===== config.mk =====
export PLATFORM = sky130hd
export DESIGN_NAME = keypad_scan_ctrl
export DESIGN_NICKNAME = d
export VERILOG_FILES = /design/src/rtl/keypad_scan_ctrl.sv
export SDC_FILE = /design/constraint.sdc
export NUM_CORES = 1
export LEC_CHECK = 0
export ABC_CLOCK_PERIOD_IN_PS = 3670
export CAP_MARGIN = 10
export CORE_UTILIZATION = 63
export CTS_CLUSTER_SIZE = 10
export DETAILED_ROUTE_END_ITERATION = 6
export GPL_TIMING_DRIVEN = 1
export PLACE_DENSITY = 0.94
export RECOVER_POWER = 25
export SETUP_SLACK_MARGIN = 0.4
export SYNTH_ARGS = -nofsm -noshare
export SYNTH_HDL_FRONTEND = slang
export SYNTH_SLANG_ARGS = --single-unit

===== constraint.sdc =====
create_clock -name clk_i -period 3.67 [get_ports clk_i]
set_input_delay 0.734 -clock clk_i [delete_from_list [all_inputs] [get_ports clk_i]]
set_output_delay 0.734 -clock clk_i [all_outputs]
set_load 0.01 [all_outputs]

===== src/rtl/keypad_scan_ctrl.sv =====
// 4x4 keypad column scanner: rotates one-hot column strobes, freezes on a row
// response, debounces press and release, and emits a one-cycle key event.
module keypad_scan_ctrl #(
    parameter int SCAN_DIV        = 4096,
    parameter int DEBOUNCE_CYCLES = 8192
) (
    input  logic       clk_i,
    input  logic       rst_ni,
    input  logic [3:0] rows_i,
    output logic [3:0] cols_o,
    output logic [3:0] key_code_o,
    output logic       key_valid_o,
    output logic       scanning_o
);
    localparam int DIV_W = (SCAN_DIV > 2) ? $clog2(SCAN_DIV) : 2;
    localparam int DB_W  = (DEBOUNCE_CYCLES > 2) ? $clog2(DEBOUNCE_CYCLES) : 1;

    localparam logic [DIV_W-1:0] DIV_LAST = DIV_W'(SCAN_DIV - 1);
    localparam logic [DIV_W-1:0] SETTLE   = DIV_W'(2);
    localparam logic [DB_W-1:0]  DB_LAST  = DB_W'(DEBOUNCE_CYCLES - 1);

    localparam logic [1:0] ST_SCAN     = 2'd0;
    localparam logic [1:0] ST_PRESS_DB = 2'd1;
    localparam logic [1:0] ST_HELD     = 2'd2;
    localparam logic [1:0] ST_REL_DB   = 2'd3;

    logic [3:0]       sync_q, rows_s_q;
    logic [1:0]       state_q, state_d;
    logic [1:0]       col_idx_q, col_idx_d;
    logic [DIV_W-1:0] div_q, div_d;
    logic [DB_W-1:0]  db_q, db_d;
    logic [3:0]       pat_q, pat_d;
    logic [3:0]       key_code_q, key_code_d;
    logic             key_valid_q, key_valid_d;
    logic [1:0]       row_lo;

    // Lowest-index responding row wins when several rows are high.
    always_comb begin
        row_lo = 2'd3;
        if (pat_q[0])      row_lo = 2'd0;
        else if (pat_q[1]) row_lo = 2'd1;
        else if (pat_q[2]) row_lo = 2'd2;
    end

    always_comb begin
        state_d     = state_q;
        col_idx_d   = col_idx_q;
        div_d       = div_q;
        db_d        = db_q;
        pat_d       = pat_q;
        key_code_d  = key_code_q;
        key_valid_d = 1'b0;
        case (state_q)
            ST_SCAN: begin
                // Detection beats rotation so the responding column stays driven.
                if (div_q >= SETTLE && rows_s_q != 4'b0000) begin
                    pat_d   = rows_s_q;
                    db_d    = '0;
                    state_d = ST_PRESS_DB;
                end else if (div_q == DIV_LAST) begin
                    div_d     = '0;
                    col_idx_d = col_idx_q + 2'd1;
                end else begin
                    div_d = div_q + DIV_W'(1);
                end
            end
            ST_PRESS_DB: begin
                if (rows_s_q == 4'b0000) begin
                    state_d = ST_SCAN;
                    div_d   = '0;
                end else if (rows_s_q != pat_q) begin
                    pat_d = rows_s_q;
                    db_d  = '0;
                end else if (db_q == DB_LAST) begin
                    key_code_d  = {row_lo, col_idx_q};
                    key_valid_d = 1'b1;
                    state_d     = ST_HELD;
                end else begin
                    db_d = db_q + DB_W'(1);
                end
            end
            ST_HELD: begin
                if (rows_s_q == 4'b0000) begin
                    db_d    = '0;
                    state_d = ST_REL_DB;
                end
            end
            ST_REL_DB: begin
                if (rows_s_q != 4'b0000) begin
                    db_d = '0;
                end else if (db_q == DB_LAST) begin
                    state_d   = ST_SCAN;
                    div_d     = '0;
                    col_idx_d = col_idx_q + 2'd1;
                end else begin
                    db_d = db_q + DB_W'(1);
                end
            end
            default: state_d = ST_SCAN;
        endcase
    end

    always_ff @(posedge clk_i or negedge rst_ni) begin
        if (!rst_ni) begin
            sync_q      <= 4'b0000;
            rows_s_q    <= 4'b0000;
            state_q     <= ST_SCAN;
            col_idx_q   <= 2'd0;
            div_q       <= '0;
            db_q        <= '0;
            pat_q       <= 4'b0000;
            key_code_q  <= 4'h0;
            key_valid_q <= 1'b0;
        end else begin
            sync_q      <= rows_i;
            rows_s_q    <= sync_q;
            state_q     <= state_d;
            col_idx_q   <= col_idx_d;
            div_q       <= div_d;
            db_q        <= db_d;
            pat_q       <= pat_d;
            key_code_q  <= key_code_d;
            key_valid_q <= key_valid_d;
        end
    end

    assign cols_o      = 4'b0001 << col_idx_q;
    assign key_code_o  = key_code_q;
    assign key_valid_o = key_valid_q;
    assign scanning_o  = (state_q == ST_SCAN);
endmodule


== Word level (Yosys, flattened, before mapping) ==
Index checks and enable logic that the tools add are counted.
Storage, ports and cells
  logic and storage cells: 83
  output and inout bits: 10
  register bits after elaboration: 46
  bits of input ports: 6
Cells by class
  bitwise gates (word level): 2
  mux-type cells: 37
  reduce and logical (&&, ||, !) cells: 13
  shift-type cells: 1
  equality and inequality tests: 17
  order comparisons: 1
  add/subtract/negate cells: 3
Operators by type and width (count)
  13-bit 2-to-1 mux: 6
  12-bit 2-to-1 mux: 5
  13-bit case mux with 4 select lines: 1
  12-bit case mux with 3 select lines: 1
  2-bit 2-to-1 mux: 13
  2-bit inequality test (second input constant): 7
  13-bit by 1-bit adder with 13-bit output (second input constant): 1
  13-bit == test (second input constant): 1
  12-bit by 1-bit adder with 12-bit output (second input constant): 1
  12-bit == test (second input constant): 1
  12-bit by 2-bit greater-or-equal comparator with 1-bit output (second input constant): 1
  4-bit 2-to-1 mux: 3
  5-bit AND reduction: 2
  2-bit case mux with 4 select lines: 1
  4-bit case mux with 2 select lines: 1
  4-bit AND reduction: 2
  3-bit inequality test (second input constant): 2
  6-bit AND reduction: 1
  1-bit 2-to-1 mux: 5
  2-bit == test (second input constant): 2
  4-bit zero test: 1
  2-bit by 1-bit inequality test with 1-bit output (second input constant): 2
  4-bit inequality test: 1
  2-bit case mux with 2 select lines: 1
  10 further kinds: 12

== Longest topological paths before layout ==
  word-level depth: 5
  mapped depth: 9
  depth with buffers taken out: 7

== Least setup slack after synthesis ==
No wires, ideal clock.
  path type: register to register
  start point: reg rows_s_q[1]
  end point: reg db_q[10]
  buffers on the path: 2
  arrival: 1979 ps
  setup slack: 1570 ps
  clock period less this slack: 2100 ps
  library setup time: 121 ps
  cell stages (with the launch flop): 8
  required time: 3549 ps
  cell sequence: dfrtp_1 > or4_1 > buf_2 > mux2_4 > o32ai_4 > buf_6 > o21ai_1 > a22o_1
Between the ends
  cells in the longest elaborated chain, start to end: 4
  elaborated cells between the ends (all ways): 12
  classes of those cells: 4 x eq/ne; 4 x mux; 4 x reduce/logical
RTL lines
  from (decl): line 27  | logic [3:0] sync_q, rows_s_q;
  from (signal assigned): line 116  | rows_s_q <= sync_q;
  4-bit inequality test / 4-bit nonzero test (equally long branches): line 71, 56, 89
  13-bit 2-to-1 mux / 1-bit logical AND (equally long branches): line 71, 56
  13-bit 2-to-1 mux / 2-bit by 1-bit inequality test with 1-bit output (equally long branches)
  13-bit case mux with 4 select lines / 3-bit AND reduction (equally long branches)
  to (signal assigned): line 110  | db_q <= '0;
  to (signal assigned): line 120  | db_q <= db_d;
  to (decl): line 31  | logic [DB_W-1:0] db_q, db_d;
Parallel ways exist; a longest one is shown, timed or not. The select of a mux whose other input is x is not followed.
A chain may end at the register's enable or synchronous reset.

== Final worst setup path ==
  start point: reg state_q[0]
  end point: out scanning_o
Between the ends
  cells in the longest elaborated chain, start to end: 1
RTL lines
  from (decl): line 28  | logic [1:0] state_q, state_d;
  from (signal assigned): line 117  | state_q <= state_d;
  2-bit zero test: line 130  | assign scanning_o = (state_q == ST_SCAN);
  to (decl): line 13  | output logic scanning_o
Every way passes these cells.

==> results.yml <==
critical_path:
  critical_path_peak_fanout: 9
  cpPeakStageDelay_ns: 0.61
  r2r_setup_slack_ns: 1.20
  setup.worst_path.class: "flop to output port"
  endpoint: "scanning_o"
  slowest_stage: "clkdlybuf4s50_1"
  cp_num_cells: 3
  ff2ff_path_depth: 5
  cp-end-kind: "output port"
  crit_start: "state_q[0]"
  timing.critical_path.arrival_ns: 1.96
  critPathRequiredTime_ns: 2.94
  critPathLaunchType: "flop"
  worst_path_dominant_cell_family: "buffers and inverters"
  critical_path.cell_chain: "inv_1, ha_1, clkdlybuf4s50_1"
  critical_path_buf_inv_count: 2
  reg2reg_to: "db_q[5]"
finish:
  ratio_of_cells_with_drive_above_1_in_the_final_layout_pct: 9.47
  synthToLayoutAreaGrowth_pct: 10.5
  most_frequent_cells_in_the_layout: "dfrtp_1 (46), nor2_1 (23), o21ai_0 (19), nand3_1 (14), nand2_1 (12)"
  finish.net_count: 280
  antenna_cells: 0
  layout_commonest_cell: "dfrtp_1"
  fillerInstances: 271
  layout.cells.non_filler: 312
logic_synthesis:
  synth_top_area_share_pct: 46.1
  synthXorXnorAreaFrac_pct: 1.75
  avgSynthCellArea_um2: 10.1
  synth.distinct_cells: 52
  syn-instance-count: 248
  synthesis.yosys.warnings: 0
  synth-seq-cells: 46
  synth_top_area_cell: "dfrtp_1"
  synth_compound_gate_area_share_pct: 19.8
  synthTopCellsByArea: "dfrtp_1 (46%), ha_1 (5.5%), mux2_2 (4.1%)"
  synth_top_family_by_area: "compound AO/OA/AOI/OAI gates"
  post_synth_fa_ha_maj_area_fraction_pct: 5.51
  synth-seq-area-share_pct: 46.1
  synthFlopType: "dfrtp_1"
  synth_async_sr_flop_share_pct: 100
  mux_cell_area_share_after_synthesis_pct: 5.46
  synth.net_count: 265
  syn-cell-area_um2: 2500
  synth_simple_gate_area_share_pct: 18.2
  synth_edf_count: 0
route:
  iteration_count_of_the_initial_detailed_routing_pass: 5
  ant_nets: 0
  drt-wirelength-per-cell_um: 17.1
  first_iter_violations: 140
  routed_via_density: 6.57
  drt_wl_total_mm: 5.35
  overall_via_count_from_detail_route: 2049
  drc: 0
cts:
  post-cts-setup-buffer-count: 0
  number_of_sinks_on_the_clock_net: 46
  cts_tree: "done"
  htree_levels: 2
  numCtsBuffers: 5
  hold_buffers: 0
  worst_skew_pair.late_latency_ns: 0.30
  clockBufferDepth: 2
  cts_resized: 0
  ctsRootBufferMaster: "clkbuf_8"
  clk_pin_slew_worst_paths_ns: 0.09
timing:
  tightest_slew_ns: 2.44
  tns_ns: 0
  final_max_slew_viol_count: 47
  period_minus_slack_ns: 2.70
  rsz_0062_raised_after_global_routing: "false"
  setup_viol_count_final: 0
  fmax_mhz: 371
  timing.final.hold_violations: 0
  max_slew_margin_vs_limit_pct: -62.8
  fin_worst_skew_ns: 0.00233
  timing.final.crit_share_pct: 73.5
grt:
  antenna_found_initial: 0
  wire_length_of_the_first_global_routing_pass_mm: 9.24
  maximum_number_of_pins_on_one_net_before_global_route_repair: 47
  grt_overflow_total: 0
  grt_pass1_vias: 2031
  grt_util_all_layers_pct: 28.8
floorplanning:
  std_cell_rows: 22
  die_height_um: 65.0
  floorplan.core_area_um2: 3740
  boundaryPins: 16
  start_util_pct: 66.7
  design.die.area_um2: 4220
  die_width_um: 65.0
min_path:
  worst_hold_path_type: "flop to flop"
status:
  result_of_the_run: "complete, but fails checks"
  violations: "capacitance limit, slew limit"
place:
  dpl.hpwl_mm: 3.58
  dp_cells: 304
  port-buffer-count: 15
  place.gp.congestion: 0.937
flow_run:
  max_cap_viol_count: 1
pwr:
  power.total_w: 0.00166
  vdd_drop_max_mv: 0.431
  power-per-cell-area_nw_per_um2: 600
  p_leak_nw: 1.20
[cells in the mapped netlist, types with 2 or more instances]
library cell  instances
or4_1                 3
mux2i_1               2
ha_1                 11
a211o_1               2
buf_2                 2
nor4_1                3
a31oi_1               3
nor2b_1               2
o21ai_0              19
mux2_2                9
a22o_1                9
o21a_1                2
nand3_1              14
clkbuf_1              5
nor2_1               23
xor2_1                4
o41ai_1               4
dfrtp_1              46
a21oi_1               6
and4_1                2
and3_1                6
nor3_1                7
a221o_1               2
nand4_1               4
o21ai_1               5
nor4_2                2
o31ai_1               5
nand2_1              12
inv_1                11
[registers in the layout (all words and copies together) (netlist names), named ones only]
name / cells
pat_q: 4
state_q: 1
rows_s_q: 4
div_q: 12
col_idx_q: 2
key_code_o: 4
sync_q: 4
key_valid_o: 1
db_q: 13
[per-layer routing]
metal	global-route usage (%)	up-vias	share of wire, %
li1	-	955	-
met1	35.7	1013	42
met2	49.0	71	51
met3	5.99	10	5.1
met4	11.1	0	1.8
met5	0	-	0
[worst min-delay path by stage]
stage / cells past startpoint / start / to / slack, ns
after floorplan: 0 / sync_q[0] / rows_s_q[0] / 0.33
after global placement: 0 / sync_q[0] / rows_s_q[0] / 0.33
after detailed placement: 0 / sync_q[2] / rows_s_q[2] / 0.34
after CTS: 0 / sync_q[2] / rows_s_q[2] / 0.36
after global routing: 0 / sync_q[2] / rows_s_q[2] / 0.37
final: 0 / sync_q[2] / rows_s_q[2] / 0.36
[stage by stage]
step	util [%]	setup slack [ns]	hold slack (ns)	instance area, um2
after floorplan	-	1.57	0.331	2500
after global placement	71.4	1.35	0.333	2670
after detailed placement	71.4	1.28	0.339	2670
after CTS	73.8	0.974	0.360	2760
after global routing	73.7	0.708	0.374	2760
final	73.7	0.972	0.358	2760
[cells by family (layout without fill, tap and decap cells)]
logic type,count (synthesis),after routing
and+or+nand+nor,86,86
AOI/OAI and AO/OA,69,69
DFF,46,46
buffers and inverters,19,35
muxes,12,12
adders and majority gates,11,11
xor gates and xnor gates,5,5
[power breakdown]
group / switching (W) / internal, W
clock: 0.000180 / 0.000134
combinational: 0.000410 / 0.000290
sequential: 0.0000735 / 0.000570
total: 0.000663 / 0.000993
[area by class of cell]
cell class                 instances  area (um2)  share of cell area [%]
inverter                          11        41.3                    1.50
timing repair buffer              16         151                    5.49
clock buffer                       5        68.8                    2.49
tap                               48        60.1                    2.18
multi-input combinational        183        1270                    45.9
clock inverter                     3        21.3                   0.771
sequential                        46        1150                    41.7
[worst register-to-register path, cell delays in order (launching register included)]
cell     delay (ns)
dfrtp_1        0.43
inv_1          0.11
ha_1           0.31
a22oi_1        0.99
o21ai_0        0.25
a22o_1         0.28
Note: power is estimated with default switching activity, not from simulation.
